--- src/rtl/nanov_mmio_pkg.sv ---
// Shared register map, status bit positions and drain FSM encoding for the nanoV MMIO peripheral.
package nanov_mmio_pkg;

  localparam logic [31:0] UART_OFS  = 32'h0000_1000;
  localparam logic [11:0] OFS_GPIO  = 12'h000;
  localparam logic [11:0] OFS_UDATA = 12'h000;
  localparam logic [11:0] OFS_USTAT = 12'h004;

  localparam int unsigned STAT_TX_FULL = 0;
  localparam int unsigned STAT_RX_NE   = 1;
  localparam int unsigned STAT_RX_OVF  = 2;
  localparam int unsigned STAT_TX_DROP = 3;
  localparam int unsigned STAT_TX_IDLE = 4;
  localparam int unsigned STAT_RX_LVL  = 8;
  localparam int unsigned STAT_TX_LVL  = 16;

  typedef enum logic [1:0] {
    DRN_IDLE  = 2'd0,
    DRN_START = 2'd1,
    DRN_WAITB = 2'd2,
    DRN_WAITI = 2'd3
  } drain_state_e;

  // The CPU drives store data MSB-first on data_out
  function automatic logic [31:0] bit_rev32(input logic [31:0] x);
    logic [31:0] r;
    for (int i = 0; i < 32; i++) r[i] = x[31-i];
    return r;
  endfunction

endpackage

--- src/rtl/nanov_mmio_periph_if.sv ---
// nanoV CPU bus as seen by a memory-mapped peripheral.
interface nanov_mmio_periph_if;
  logic [31:0] data_out;
  logic        is_addr;
  logic        is_data;
  logic        is_store;
  logic [31:0] data_in;

  modport master (output data_out, is_addr, is_data, is_store, input data_in);
  modport slave  (input data_out, is_addr, is_data, is_store, output data_in);
endinterface

--- src/rtl/nanov_sync_fifo.sv ---
// Synchronous FIFO with wrap-bit pointers; head is combinational, simultaneous push+pop allowed when full.
module nanov_sync_fifo #(
  parameter int unsigned WIDTH = 8,
  parameter int unsigned DEPTH = 8,
  localparam int unsigned AW   = $clog2(DEPTH) + 1
) (
  input  logic             cpu_clk,
  input  logic             rstn,
  input  logic             push,
  input  logic             pop,
  input  logic [WIDTH-1:0] din,
  output logic [WIDTH-1:0] dout,
  output logic             full,
  output logic             empty,
  output logic [AW-1:0]    level
);

  logic [WIDTH-1:0] mem [DEPTH];
  logic [AW-1:0]    wptr, rptr;
  logic             do_push, do_pop;

  assign empty   = (wptr == rptr);
  assign full    = (wptr[AW-1] != rptr[AW-1]) && (wptr[AW-2:0] == rptr[AW-2:0]);
  assign level   = wptr - rptr;
  assign dout    = mem[rptr[AW-2:0]];
  // A pop on empty is ignored; a push on full lands only if a pop frees the slot
  assign do_pop  = pop && !empty;
  assign do_push = push && (!full || do_pop);

  always_ff @(posedge cpu_clk) begin
    if (!rstn) begin
      wptr <= '0;
      rptr <= '0;
    end else begin
      if (do_push) wptr <= wptr + AW'(1);
      if (do_pop)  rptr <= rptr + AW'(1);
    end
  end

  always_ff @(posedge cpu_clk) begin
    if (do_push) mem[wptr[AW-2:0]] <= din;
  end

endmodule

--- src/rtl/nanov_mmio_periph.sv ---
// GPIO register plus FIFO-buffered UART TX/RX behind the nanoV CPU bus.
module nanov_mmio_periph
  import nanov_mmio_pkg::*;
#(
  parameter logic [31:0] BASE_ADDR  = 32'h1000_0000,
  parameter int unsigned GPIO_OUT_W = 32,
  parameter int unsigned GPIO_IN_W  = 3,
  parameter int unsigned TX_DEPTH   = 8,
  parameter int unsigned RX_DEPTH   = 8
) (
  input  logic                  cpu_clk,
  input  logic                  rstn,
  nanov_mmio_periph_if.slave    bus,
  output logic [GPIO_OUT_W-1:0] gpio_out,
  input  logic [GPIO_IN_W-1:0]  gpio_in,
  output logic                  uart_tx_en,
  output logic [7:0]            uart_tx_data,
  input  logic                  uart_tx_busy,
  input  logic                  uart_rx_valid,
  input  logic [7:0]            uart_rx_data,
  output logic                  uart_rx_read
);

  localparam int unsigned TX_AW = $clog2(TX_DEPTH) + 1;
  localparam int unsigned RX_AW = $clog2(RX_DEPTH) + 1;
  localparam logic [31:0] GPIO_ADDR  = BASE_ADDR + 32'(OFS_GPIO);
  localparam logic [31:0] UDATA_ADDR = BASE_ADDR + UART_OFS + 32'(OFS_UDATA);
  localparam logic [31:0] USTAT_ADDR = BASE_ADDR + UART_OFS + 32'(OFS_USTAT);

  logic sel_gpio, sel_data, sel_stat;
  logic rx_ovf, tx_drop;
  logic [31:0] wdata, status;
  logic wr, rd, stat_wr;

  logic tx_push, tx_pop, tx_full, tx_empty;
  logic [7:0] tx_head;
  logic [TX_AW-1:0] tx_level;
  logic rx_push, rx_pop, rx_full, rx_empty;
  logic [7:0] rx_head;
  logic [RX_AW-1:0] rx_level;
  logic tx_idle;

  drain_state_e state, state_next;

  assign wdata   = bit_rev32(bus.data_out);
  assign wr      = bus.is_data && bus.is_store;
  assign rd      = bus.is_data && !bus.is_store;
  assign stat_wr = wr && sel_stat;
  assign tx_push = wr && sel_data;
  assign rx_pop  = rd && sel_data && !rx_empty;
  // read_q guard: the cycle uart_rx_read is high the source is still dropping valid
  assign rx_push = uart_rx_valid && !uart_rx_read;
  assign tx_idle = tx_empty && (state == DRN_IDLE) && !uart_tx_busy;

  always_ff @(posedge cpu_clk) begin
    if (!rstn) begin
      sel_gpio <= 1'b0;
      sel_data <= 1'b0;
      sel_stat <= 1'b0;
    end else if (bus.is_addr) begin
      sel_gpio <= (bus.data_out == GPIO_ADDR);
      sel_data <= (bus.data_out == UDATA_ADDR);
      sel_stat <= (bus.data_out == USTAT_ADDR);
    end
  end

  // GPIO, sticky flags (set beats clear) and the RX acknowledge pulse
  always_ff @(posedge cpu_clk) begin
    if (!rstn) begin
      gpio_out     <= '0;
      rx_ovf       <= 1'b0;
      tx_drop      <= 1'b0;
      uart_rx_read <= 1'b0;
    end else begin
      if (wr && sel_gpio) gpio_out <= wdata[GPIO_OUT_W-1:0];
      rx_ovf  <= (rx_push && rx_full && !rx_pop) ||
                 (rx_ovf && !(stat_wr && wdata[STAT_RX_OVF]));
      tx_drop <= (tx_push && tx_full && !tx_pop) ||
                 (tx_drop && !(stat_wr && wdata[STAT_TX_DROP]));
      uart_rx_read <= rx_push;
    end
  end

  nanov_sync_fifo #(.WIDTH(8), .DEPTH(TX_DEPTH)) u_tx_fifo (
    .cpu_clk (cpu_clk),
    .rstn    (rstn),
    .push    (tx_push),
    .pop     (tx_pop),
    .din     (wdata[7:0]),
    .dout    (tx_head),
    .full    (tx_full),
    .empty   (tx_empty),
    .level   (tx_level)
  );

  nanov_sync_fifo #(.WIDTH(8), .DEPTH(RX_DEPTH)) u_rx_fifo (
    .cpu_clk (cpu_clk),
    .rstn    (rstn),
    .push    (rx_push),
    .pop     (rx_pop),
    .din     (uart_rx_data),
    .dout    (rx_head),
    .full    (rx_full),
    .empty   (rx_empty),
    .level   (rx_level)
  );

  always_ff @(posedge cpu_clk) begin
    if (!rstn) state <= DRN_IDLE;
    else       state <= state_next;
  end

  always_comb begin
    state_next = state;
    case (state)
      DRN_IDLE:  if (!tx_empty && !uart_tx_busy) state_next = DRN_START;
      DRN_START: state_next = DRN_WAITB;
      DRN_WAITB: if (uart_tx_busy) state_next = DRN_WAITI;
      DRN_WAITI: if (!uart_tx_busy) state_next = DRN_IDLE;
      default:   state_next = DRN_IDLE;
    endcase
  end

  always_comb begin
    tx_pop = 1'b0;
    if (state == DRN_IDLE && !tx_empty && !uart_tx_busy) tx_pop = 1'b1;
  end

  // uart_tx_en is high exactly while the FSM sits in START
  always_ff @(posedge cpu_clk) begin
    if (!rstn) begin
      uart_tx_en   <= 1'b0;
      uart_tx_data <= 8'h00;
    end else begin
      uart_tx_en <= tx_pop;
      if (tx_pop) uart_tx_data <= tx_head;
    end
  end

  always_comb begin
    status               = '0;
    status[STAT_TX_FULL] = tx_full;
    status[STAT_RX_NE]   = !rx_empty;
    status[STAT_RX_OVF]  = rx_ovf;
    status[STAT_TX_DROP] = tx_drop;
    status[STAT_TX_IDLE] = tx_idle;
    status[STAT_RX_LVL +: 8] = 8'(rx_level);
    status[STAT_TX_LVL +: 8] = 8'(tx_level);
  end

  always_comb begin
    bus.data_in = '0;
    if (sel_gpio)                  bus.data_in = 32'(gpio_in);
    else if (sel_data && !rx_empty) bus.data_in = {24'h0, rx_head};
    else if (sel_stat)             bus.data_in = status;
  end

endmodule

--- src/flat_wrapper.sv ---
// flat-port wrapper written by rule: the top's interface ports become plain ports
module nanov_mmio_periph_flat import nanov_mmio_pkg::*;
#(
  parameter logic [31:0] BASE_ADDR  = 32'h1000_0000,
  parameter int unsigned GPIO_OUT_W = 32,
  parameter int unsigned GPIO_IN_W  = 3,
  parameter int unsigned TX_DEPTH   = 8,
  parameter int unsigned RX_DEPTH   = 8
)
  (cpu_clk, rstn, gpio_out, gpio_in, uart_tx_en, uart_tx_data, uart_tx_busy, uart_rx_valid, uart_rx_data, uart_rx_read, bus_data_out, bus_is_addr, bus_is_data, bus_is_store, bus_data_in);
  nanov_mmio_periph_if bus_i ();
  input  logic cpu_clk;
  input  logic rstn;
  output logic [GPIO_OUT_W-1:0] gpio_out;
  input  logic [GPIO_IN_W-1:0] gpio_in;
  output logic uart_tx_en;
  output logic [7:0] uart_tx_data;
  input  logic uart_tx_busy;
  input  logic uart_rx_valid;
  input  logic [7:0] uart_rx_data;
  output logic uart_rx_read;
  input wire logic [$bits(bus_i.data_out)-1:0] bus_data_out;
  input wire logic [$bits(bus_i.is_addr)-1:0] bus_is_addr;
  input wire logic [$bits(bus_i.is_data)-1:0] bus_is_data;
  input wire logic [$bits(bus_i.is_store)-1:0] bus_is_store;
  output wire logic [$bits(bus_i.data_in)-1:0] bus_data_in;
  assign bus_i.data_out = bus_data_out;
  assign bus_i.is_addr = bus_is_addr;
  assign bus_i.is_data = bus_is_data;
  assign bus_i.is_store = bus_is_store;
  assign bus_data_in = bus_i.data_in;
  nanov_mmio_periph #(.BASE_ADDR(BASE_ADDR), .GPIO_OUT_W(GPIO_OUT_W), .GPIO_IN_W(GPIO_IN_W), .TX_DEPTH(TX_DEPTH), .RX_DEPTH(RX_DEPTH)) u_core (.cpu_clk(cpu_clk), .rstn(rstn), .bus(bus_i), .gpio_out(gpio_out), .gpio_in(gpio_in), .uart_tx_en(uart_tx_en), .uart_tx_data(uart_tx_data), .uart_tx_busy(uart_tx_busy), .uart_rx_valid(uart_rx_valid), .uart_rx_data(uart_rx_data), .uart_rx_read(uart_rx_read));
endmodule
--- config.mk ---
export PLATFORM = sky130hd
export DESIGN_NAME = nanov_mmio_periph_flat
export DESIGN_NICKNAME = d
export VERILOG_FILES = /design/src/rtl/nanov_mmio_pkg.sv /design/src/rtl/nanov_mmio_periph_if.sv /design/src/rtl/nanov_sync_fifo.sv /design/src/rtl/nanov_mmio_periph.sv /design/src/flat_wrapper.sv
export SDC_FILE = /design/constraint.sdc
export NUM_CORES = 1
export LEC_CHECK = 0
export CORE_UTILIZATION = 34
export CTS_BUF_LIST = sky130_fd_sc_hd__clkbuf_8
export DETAILED_ROUTE_END_ITERATION = 8
export PLACE_DENSITY = 0.63
export SKIP_CTS_REPAIR_TIMING = 1
export SKIP_LAST_GASP = 1
export SLEW_MARGIN = 20
export SYNTH_ARGS = -nofsm -noshare
export SYNTH_HDL_FRONTEND = slang
export SYNTH_HIERARCHICAL = 1
export SYNTH_SLANG_ARGS = --single-unit
--- constraint.sdc ---
create_clock -name cpu_clk -period 4.3 [get_ports cpu_clk]
set_clock_uncertainty 0.05 [all_clocks]
set_input_delay 0.645 -clock cpu_clk [delete_from_list [all_inputs] [get_ports cpu_clk]]
set_output_delay 0.645 -clock cpu_clk [all_outputs]
set_load 0.1 [all_outputs]
# After elaboration in Yosys (flattened, before gate mapping)
# Memory sizes are Yosys's and may differ from the RTL's. A register that Yosys moved wholly into a read port is not among the register bits.
# Index checks and enable logic that the tools add are counted.
# totals
ff_bits	57
ramBits	128
in_bits	50
output_inout_bits	74
wordCells	96
memories	2
# classes
addsub	6
n_eq_ne	15
n_mux	14
reduce_logical	46
# mem_list
memory	words	width	read_ports	rd_ports_with_merged_regs	wr	line_no	rtl
u_core.u_rx_fifo.mem	8	8	1	1	1	nanov_sync_fifo.sv:18	logic [WIDTH-1:0] mem [DEPTH];
u_core.u_tx_fifo.mem	8	8	1	1	1	nanov_sync_fifo.sv:18	
# ops
cell	count
32-bit by 29-bit == test with 1-bit output, second input constant	3
32-bit 2-to-1 mux	2
1-bit logical AND	28
20-bit 2-to-1 mux	1
4-bit by 1-bit adder with 4-bit output, second input constant	4
1-bit logical NOT	12
4-bit == test	2
2-bit one-hot mux with 4 select lines	1
4-bit subtractor	2
3-bit == test	2
2-bit 2-to-1 mux	3
3-bit 2-to-1 mux	2
2-bit != test, second input constant	3
1-bit 2-to-1 mux	5
2-bit == test, second input constant	2
1-bit logical OR	4
3-bit AND reduction	1
2-bit by 1-bit == test with 1-bit output, second input constant	1
2-bit logical NOT	1
1-bit != test	2

# Longest topological paths before layout
# logic_depth
word_depth	10
ltp_mapped	10
mapped_depth_nobuf	9

# Cells and area by module
# Netlist, hierarchy kept.
# by_module_without_submodules
module	n_inst	cells_each	area_each_um2	seq_area_each_um2
nanov_sync_fifo	2	169	3113.0	2142.1
nanov_mmio_periph	1	273	2204.6	980.9

# Least setup slack after synthesis
# Ideal clock, no wire load.
# synth_path
kind	reg2out
start	reg u_core.u_rx_fifo.wptr[0]
end	out bus_data_in[0]
arrival_time_ns	3.645
t_required_ns	3.605
slack_ns	-0.040
stages_incl_launch_ff	10
n_path_buf	1
path_cell_list	dfxtp_1 -> inv_1 -> ha_1 -> nand3_2 -> nor2_1 -> nand2b_1 -> buf_2 -> and3_1 -> a21oi_1 -> o21ai_0
# synth_between
elab_chain_len	5
# synth_lines
element	line_no	rtl
from (decl)	nanov_sync_fifo.sv:19	logic [AW-1:0] wptr, rptr;
from (signal assigned)	nanov_sync_fifo.sv:35	if (do_push) wptr <= wptr + AW'(1);
4-bit == test	nanov_sync_fifo.sv:22	assign empty = (wptr == rptr);
net u_core.rx_empty	nanov_mmio_periph.sv:38	logic rx_push, rx_pop, rx_full, rx_empty;
1-bit logical NOT	nanov_mmio_periph.sv:154	else if (sel_data && !rx_empty) bus.data_in = {24'h0, rx_head};
1-bit logical AND	nanov_mmio_periph.sv:154	
32-bit 2-to-1 mux	nanov_mmio_periph.sv:154	
32-bit 2-to-1 mux	nanov_mmio_periph.sv:153	if (sel_gpio) bus.data_in = 32'(gpio_in);
to (decl)	flat_wrapper.sv:26	output wire logic [$bits(bus_i.data_in)-1:0] bus_data_in;
# The timed path passes the listed nets, and every way through them passes these cells.

# Worst setup path in the final report
# layout_path
start	reg u_core.u_rx_fifo.wptr[0]
end	out bus_data_in[11]
# The elaborated chain is that of the path after synthesis.

==> impl_metrics.tcl <==
set metrics [dict create \
    synth_fa_ha_area_share_pct 2.404 \
    worst_pin_slew_ps 1024 \
    ant_nets 0 \
    grt-ovfl-total 0 \
    synth_ff_type "edfxtp_1" \
    rsz0062_at_grt "false" \
    numPortBuffers 107 \
    pre_cts_ws_ps 980.5 \
    die_area_um2 25430 \
    holdWs_ps 408.9 \
    critPathArrivalTime_ps 3140 \
    grt_pass1_vias 4904 \
    avgRoutedWirePerCell_um 16.84 \
    final_core_util_pct 42.09 \
    ys_ff_latch 199 \
    yosysTopAreaCellShare_pct 45.59 \
    drt-total-wl_um 17950 \
    irDropWorstVdd_mv 0.1705 \
    cp.required_ps 3610 \
    synth.area.mux_share_pct 12.76 \
    min_period_over_period_pct 89.14 \
    area_growth_pct 21.42 \
    clock_latency_ps 460 \
    grt_pass1_wl_um 27890 \
    cp-end-kind "output port" \
    crit_chain "inv_1 -> ha_1 -> nand3_2 -> nor2_1 -> and2b_1 -> nor3b_2 -> and2_1 -> buf_4" \
    die_x_um 159.5 \
    pin_count 124 \
    synthXorXnorAreaFrac_pct 1.633 \
    nNetsFinal 794 \
    ys_warn_count 6 \
    hp-class "reg -> reg" \
    worstSetupPathType "reg -> out" \
    p_per_area_nw_per_um2 348.3 \
    start_kind "flip-flop" \
    drt-vias-per-instance 4.774 \
    final_common_cell "edfxtp_1" \
    drcViolationCount 0 \
    leakage_nw 3.415 \
    synth_edf_count 128 \
    maxCapViolCount 0 \
    cts_buffers 17 \
    grt_usage_pct 14.42 \
    syn-cell-area_um2 8431 \
    clock_sinks 199 \
    synth-compound-area-share_pct 5.447 \
    dr_total_vias 5089 \
    fp-row-count 57 \
    synthTopCellsByArea "edfxtp_1 46%, dfxtp_1 17%, mux4_1 6.2%" \
    antenna_found_initial 0 \
    drt_iter0_markers 366 \
    grt_max_degree 46 \
    ys_seq_area_share_pct 62.45 \
    setup_slack_ps 467.1 \
    synthArstFlopShare_pct 0 \
    cts.clk_slew.worst_paths_ps 110 \
    finalSetupViolCount 0 \
    start_util_pct 34.67 \
    cts_tree "done" \
    dp_hpwl_um 12410 \
    final.setup.tns_ps 0 \
    core_area_um2 24320 \
    cp_max_fo 8 \
    slew_headroom_pct 31.51 \
    synth_top_area_cell "edfxtp_1" \
    syn_inst 611 \
    cts_max_level 4 \
    first_pass_iters 4 \
    report.final.slew_viol_count 0 \
    die_height_um 159.5 \
    yosys.area_share.simple_pct 10.94 \
    final_cell_mix "128 x edfxtp_1, 91 x clkdlybuf4s50_1, 80 x nand2_1" \
    drive_above_1_share_pct 14.56 \
    place_congestion 0.7732 \
    syn_avg_cell_area_um2 13.80 \
    synth_top_family_by_area "multiplexers" \
    clockBufferDepth 2 \
    ys_types 50 \
    max_freq_ghz 0.2609 \
    antenna_cells 0 \
    fin_total_pwr_w 0.003565 \
    finalHoldViolations 0 \
    n_fill_cell 2285 \
    clock-root-buffer "clkbuf_8" \
    outcome "complete, no violations" \
    cpMaxStageDelayCell "nor3b_2" \
    slowest_delay_ps 580 \
    fin_crit_ps 3833 \
]
synthesized netlist by cell type, types with 5 or more instances:
library cell,number
a21oi_1,39
edfxtp_1,128
nor3b_1,5
o21ai_0,9
mux4_2,12
buf_4,20
dfxtp_1,71
nand2_1,80
xnor2_1,10
nor4_1,8
nand3_1,14
ha_1,13
inv_1,20
mux4_1,20
nor3_1,9
clkbuf_1,12
mux2i_1,10
nand4_1,5
nor2_1,22
mux2_2,16
and2_1,19
final timing paths:
path	start	end	slack, ps	depth (start not counted)
worst max-delay path	u_core/u_rx_fifo/wptr[0]	bus_data_in[11]	470	8
worst min-delay path	u_core/gpio_out[13]	u_core/gpio_out[13]	410	2
worst max register to register	u_core/u_rx_fifo/wptr[0]	u_core/u_rx_fifo/mem[2][1]	1060	8
worst min register to register	u_core/gpio_out[13]	u_core/gpio_out[13]	410	2
sequential cells by signal, indices dropped and copies added (netlist names), 2 cells and up, named ones only:
register               flops
u_core/u_tx_fifo/mem      64
u_core/u_rx_fifo/wptr      4
u_core/u_tx_fifo/wptr      4
u_core/uart_tx_data        8
u_core/gpio_out           32
u_core/u_rx_fifo/rptr      4
u_core/u_rx_fifo/mem      64
u_core/state               2
u_core/u_tx_fifo/rptr      4
per-layer routing:
| layer | routed length [µm] | global-route usage [%] | part of all wire [%] |
|---|---|---|---|
| met5 | 0 | 0 | 0 |
| met4 | 275 | 4.764 | 1.5 |
| met1 | 7987 | 18.43 | 44 |
| met3 | 665 | 3.022 | 3.7 |
| met2 | 9022 | 24.32 | 50 |
per-stage QoR:
step	area, µm²	std cells
3_5_place_dp	9781	1034
2_1_floorplan	8487	626
5_1_grt	10240	1066
4_1_cts	10240	1066
6_report	10240	1066
3_3_place_gp	9781	1034
cell type report:
type	instances	area, µm²	area share (%)
flip-flops and latches	199	5265	51.44
well taps	324	405.4	3.960
clock buffers	17	234.0	2.286
repair buffers	126	1174	11.47
clock inverters	15	221.5	2.164
multi-input cells	364	2858	27.92
inverters	21	78.83	0.7701
cells by family after synthesis:
group,count (synthesis)
xor gates and xnor gates,14
and+or+nand+nor,186
buffers and inverters,63
AOI/OAI and AO/OA,75
other,1
adders and majority gates,15
muxes,58
DFF,199
where the power goes:
part           switching [W]  internal [W]
registers         0.00000881       0.00205
clock network       0.000767      0.000519
logic               0.000147     0.0000752
worst max-delay path: cells and delay by family, from the launching register on:
| family | cells | cell delay (ps) |
|---|---|---|
| flip-flops | 1 | 460 |
| AND/OR/NAND/NOR | 5 | 1510 |
| adder cells (fa/ha/maj) | 1 | 320 |
| buffers and inverters | 2 | 380 |
No activity file was read; power rests on OpenSTA's default activity.
==> variant 1 (same flow settings) <==
Add an input register stage for `gpio_in`, `uart_tx_busy`, `uart_rx_valid` and `uart_rx_data`; this delays them by one clock. The other inputs are not delayed to match.
--- a/src/rtl/nanov_mmio_periph.sv
+++ b/src/rtl/nanov_mmio_periph.sv
@@ -27,6 +27,18 @@
   localparam logic [31:0] UDATA_ADDR = BASE_ADDR + UART_OFS + 32'(OFS_UDATA);
   localparam logic [31:0] USTAT_ADDR = BASE_ADDR + UART_OFS + 32'(OFS_USTAT);
 
+  logic [GPIO_IN_W-1:0] gpio_q;
+  logic uart_tx_busy_q;
+  logic uart_rx_valid_q;
+  logic [7:0] uart_rx_data_q;
+
+  always_ff @(posedge cpu_clk) begin
+    gpio_q          <= gpio_in;
+    uart_tx_busy_q  <= uart_tx_busy;
+    uart_rx_valid_q <= uart_rx_valid;
+    uart_rx_data_q  <= uart_rx_data;
+  end
+
   logic sel_gpio, sel_data, sel_stat;
   logic rx_ovf, tx_drop;
   logic [31:0] wdata, status;
@@ -49,8 +61,8 @@
   assign tx_push = wr && sel_data;
   assign rx_pop  = rd && sel_data && !rx_empty;
   // read_q guard: the cycle uart_rx_read is high the source is still dropping valid
-  assign rx_push = uart_rx_valid && !uart_rx_read;
-  assign tx_idle = tx_empty && (state == DRN_IDLE) && !uart_tx_busy;
+  assign rx_push = uart_rx_valid_q && !uart_rx_read;
+  assign tx_idle = tx_empty && (state == DRN_IDLE) && !uart_tx_busy_q;
 
   always_ff @(posedge cpu_clk) begin
     if (!rstn) begin
@@ -98,7 +110,7 @@
     .rstn    (rstn),
     .push    (rx_push),
     .pop     (rx_pop),
-    .din     (uart_rx_data),
+    .din     (uart_rx_data_q),
     .dout    (rx_head),
     .full    (rx_full),
     .empty   (rx_empty),
@@ -113,17 +125,17 @@
   always_comb begin
     state_next = state;
     case (state)
-      DRN_IDLE:  if (!tx_empty && !uart_tx_busy) state_next = DRN_START;
+      DRN_IDLE:  if (!tx_empty && !uart_tx_busy_q) state_next = DRN_START;
       DRN_START: state_next = DRN_WAITB;
-      DRN_WAITB: if (uart_tx_busy) state_next = DRN_WAITI;
-      DRN_WAITI: if (!uart_tx_busy) state_next = DRN_IDLE;
+      DRN_WAITB: if (uart_tx_busy_q) state_next = DRN_WAITI;
+      DRN_WAITI: if (!uart_tx_busy_q) state_next = DRN_IDLE;
       default:   state_next = DRN_IDLE;
     endcase
   end
 
   always_comb begin
     tx_pop = 1'b0;
-    if (state == DRN_IDLE && !tx_empty && !uart_tx_busy) tx_pop = 1'b1;
+    if (state == DRN_IDLE && !tx_empty && !uart_tx_busy_q) tx_pop = 1'b1;
   end
 
   // uart_tx_en is high exactly while the FSM sits in START
@@ -150,7 +162,7 @@
 
   always_comb begin
     bus.data_in = '0;
-    if (sel_gpio)                  bus.data_in = 32'(gpio_in);
+    if (sel_gpio)                  bus.data_in = 32'(gpio_q);
     else if (sel_data && !rx_empty) bus.data_in = {24'h0, rx_head};
     else if (sel_stat)             bus.data_in = status;
   end
Formal check against the unedited RTL: not equivalent (a bounded check fails within 4 cycles, from zero or initial values and one cycle with rstn low).
==> variant 1 against the unedited design <==
Sequential cell count rose by 13. Maximum frequency increased by 3.1%. Worst setup slack improved by 0.11 ns. Wire length rose by 3.8%. Synthesized area is 3.4% higher. Clock power grew 37%. Critical path depth grew 1. Final area up 5.3%. Power grew 18%.
==> variant 1: results (changes against the unedited design) <==
Place
  • Placed inst area: 10,060 µm² (was 9781 µm²)
  • Routability cong.: 0.7998 (was 0.7732)
  • Placed insts: 1,042 (was 1,034)

Global routing
  • M3 GR Usage: 3.090% (was 3.022%)
  • First-pass GRT wire length: 29,170 µm (was 27,890 µm)
  • Pin count of the biggest net entering global routing: 45 (was 46)
  • Grt met2 use: 24.07% (was 24.32%)
  • GRT Total Usage: 14.55% (was 14.42%)
  • Vias in the first global route: 5,272 (was 4,904)
  • Number of antenna violations at the first check in global routing: 1 (was 0)

Routing
  • WL final: 18,640 µm (was 17,950 µm)
  • Post-DR vias/cell: 4.703 (was 4.774)
  • DRT iter0 DRCs: 273 (was 366)
  • Routed len/inst: 16.76 µm (was 16.84 µm)

Power
  • Leakage: 3.679 nW (was 3.415 nW)
  • VDD IR max: 0.0001538 V (was 0.0001705 V)

CTS
  • Clock buffer depth: 3 (was 2)
  • Clk Latency, worst-skew pair: 0.53 ns (was 0.46 ns)
  • Number of buffers created by CTS: 37 (was 17)
  • Clock transition at path regs: 0.06 ns (was 0.11 ns)

Synth
  • Number of library cell types mapped by synthesis: 56 (was 50)
  • Post-synthesis cell count: 616 (was 611)
  • Post-synthesis sequential area ratio: 63.39% (was 62.45%)

Timing
  • Slew margin rel.: 31.55% (was 31.51%)

Layout
  • Nets: 816 (was 794)
  • Share of cells above drive strength 1: 16.54% (was 14.56%)

Critical path
  • Worst Path Arrival: 3.02 ns (was 3.14 ns)
  • Slowest-stage cell, CP: dfxtp_1 (was nor3b_2)

Outcome
  • Status: finished, final reports clean (unchanged)
variant 1: worst reg2reg max path, cell delays in order (launching register included):
cell and delay [ns]:
dfxtp_1 0.46, inv_1 0.11, ha_1 0.33, nand3_2 0.18, nor2_1 0.14, nor3b_2 0.19
buf_4 0.29, o31ai_2 0.17, nor2_1 0.66
variant 1: area by class of cell:
type                       instances  area (µm²)
clock buffer                      41       564.3
fill                            2334       14400
multi-input combinational        357        2888
tap                              330       412.9
clock inverter                    27       157.7
timing repair buffer             124        1159
antenna                            2       5.005
sequential                       212        5525
inverter                          19       71.32
variant 1: final timing paths:
kind	start	endpoint	slack, ns
worst max-delay path	u_core/u_rx_fifo/wptr[0]	bus_data_in[17]	0.58
worst max register to register	u_core/u_tx_fifo/wptr[0]	u_core/u_tx_fifo/mem[7][3]	1.33
worst min register to register	u_core/gpio_out[20]	u_core/gpio_out[20]	0.40
worst min-delay path	u_core/gpio_out[20]	u_core/gpio_out[20]	0.40
variant 1: kinds of logic (layout without fill, tap and decap cells):
logic type	Yosys count	in the layout	synth area share, %
DFF	212	212	63.39
and+or+nand+nor	180	180	10.55
xor gates and xnor gates	14	14	1.579
muxes	57	57	12.23
AOI/OAI and AO/OA	75	75	5.642
adders and majority gates	15	15	2.326
other	1	18	0.04303
buffers and inverters	62	211	4.235
variant 1: metal layers:
| metal | vias up | routed length (µm) |
|---|---|---|
| li1 | 2542 | - |
| met4 | 0 | 482 |
| met5 | - | 0 |
| met3 | 34 | 854 |
| met2 | 132 | 9122 |
| met1 | 2522 | 8180 |
variant 1: power breakdown:
part	switching [W]	leakage, nW	total, W	internal (W)
Clock	0.000816	0.421	0.00177	0.000952
Sequential	0.0000195	1.84	0.00220	0.00218
Combinational	0.000144	1.42	0.000225	0.0000803
==> variant 2 (same settings) <==
Made on the original files. Set the package constant `STAT_RX_LVL` to 16 (it was 8).
--- a/src/rtl/nanov_mmio_pkg.sv
+++ b/src/rtl/nanov_mmio_pkg.sv
@@ -11,7 +11,7 @@
   localparam int unsigned STAT_RX_OVF  = 2;
   localparam int unsigned STAT_TX_DROP = 3;
   localparam int unsigned STAT_TX_IDLE = 4;
-  localparam int unsigned STAT_RX_LVL  = 8;
+  localparam int unsigned STAT_RX_LVL  = 16;
   localparam int unsigned STAT_TX_LVL  = 16;
 
   typedef enum logic [1:0] {
Formal check against the unedited RTL: not equivalent (a bounded check fails within 4 cycles, from zero or initial values and one cycle with rstn low).
==> variant 2 against the unedited design <==
Combinational power increased by 4%. Sequential cell count unchanged. Count of clock-buffer cells in the layout is the same. Final area decreased by 1.1%. Global-route usage down 0.17 points. Hold slack worse by 0.0013 ns. Synthesized area down 0.73%. Power rose by 2.0%. Wire length fell by 3.6%. Non-clock buffer count shrank 8. Worst setup slack better by 0.20 ns. Sequential share of layout area is 0.57 points higher. Register-to-register slack about the same. Largest power group unchanged.
==> variant 2: results (changes against the unedited design) <==
Layout
  • Area Growth Syn to Fin: 20.97% (was 21.42%)
  • Clock network area share: 4.647% (was 4.449%)
  • Multi-input gate area: 2806 µm² (was 2858 µm²)
  • Multi-input gate count: 359 (was 364)
  • Share of cells above drive strength 1: 14.07% (was 14.56%)
  • Sequential cell area share: 52.00% (was 51.44%)
  • NonClk Buf Share: 11.00% (was 11.47%)

Place
  • Worst Setup Slack post-DPL: 1.085 ns (was 0.9805 ns)
  • Placed insts: 1,017 (was 1,034)
  • HPWL after detailed placement: 11,920 µm (was 12,410 µm)
  • Routability cong.: 0.7827 (was 0.7732)

Critical path
  • Worst path max stage delay: 0.48 ns (was 0.58 ns)

Global routing
  • Vias in the first global route: 4,842 (was 4,904)
  • First-pass GRT wire length: 27,470 µm (was 27,890 µm)
  • GRT Total Usage: 14.24% (was 14.42%)

Routing
  • DRT iter0 DRCs: 274 (was 366)
  • WL final: 17,300 µm (was 17,950 µm)
  • Post-DR vias/cell: 4.773 (was 4.774)
  • Met3 WL: 664 µm (was 665 µm)
  • Vias: 5,007 (was 5,089)
  • WL met1: 7702 µm (was 7987 µm)
  • Met2 wire len: 8744 µm (was 9022 µm)

Hold path
  • Hold Path Origin: u_core/gpio_out[12] (was u_core/gpio_out[13])
  • End of the worst hold path: u_core/gpio_out[12] (was u_core/gpio_out[13])

Timing
  • Final hold slack: 0.4076 ns (was 0.4089 ns)

Synth
  • Post-synthesis cell count: 602 (was 611)

Outcome
  • Status: finished, final reports clean (unchanged)

Power
  • VDD IR max: 0.0002138 V (was 0.0001705 V)
[variant 2: worst reg2reg max path, stage by stage (launching register included)]
cell and delay (ns):
dfxtp_1 0.48, inv_1 0.10, ha_1 0.31, nand3_2 0.16
nor2_1 0.10, nand2b_1 0.35, nor3b_2 0.48, o31ai_2 0.20
nor2_1 0.65
[variant 2: how the worst max path moves through the flow]
stage / end / depth (start not counted) / start / slack (ns)
floorplan: bus_data_in[5] / 7 / u_core/u_rx_fifo/wptr[0] / 0.1
global placement: u_core/u_rx_fifo/mem[7][7] / 8 / u_core/u_rx_fifo/wptr[0] / 1.13
detailed placement: u_core/u_rx_fifo/mem[7][6] / 8 / u_core/u_rx_fifo/wptr[0] / 1.08
CTS: bus_data_in[19] / 8 / u_core/u_rx_fifo/wptr[0] / 0.56
global route: bus_data_in[19] / 8 / u_core/u_rx_fifo/wptr[0] / 0.43
finish: bus_data_in[4] / 8 / u_core/u_rx_fifo/wptr[0] / 0.67
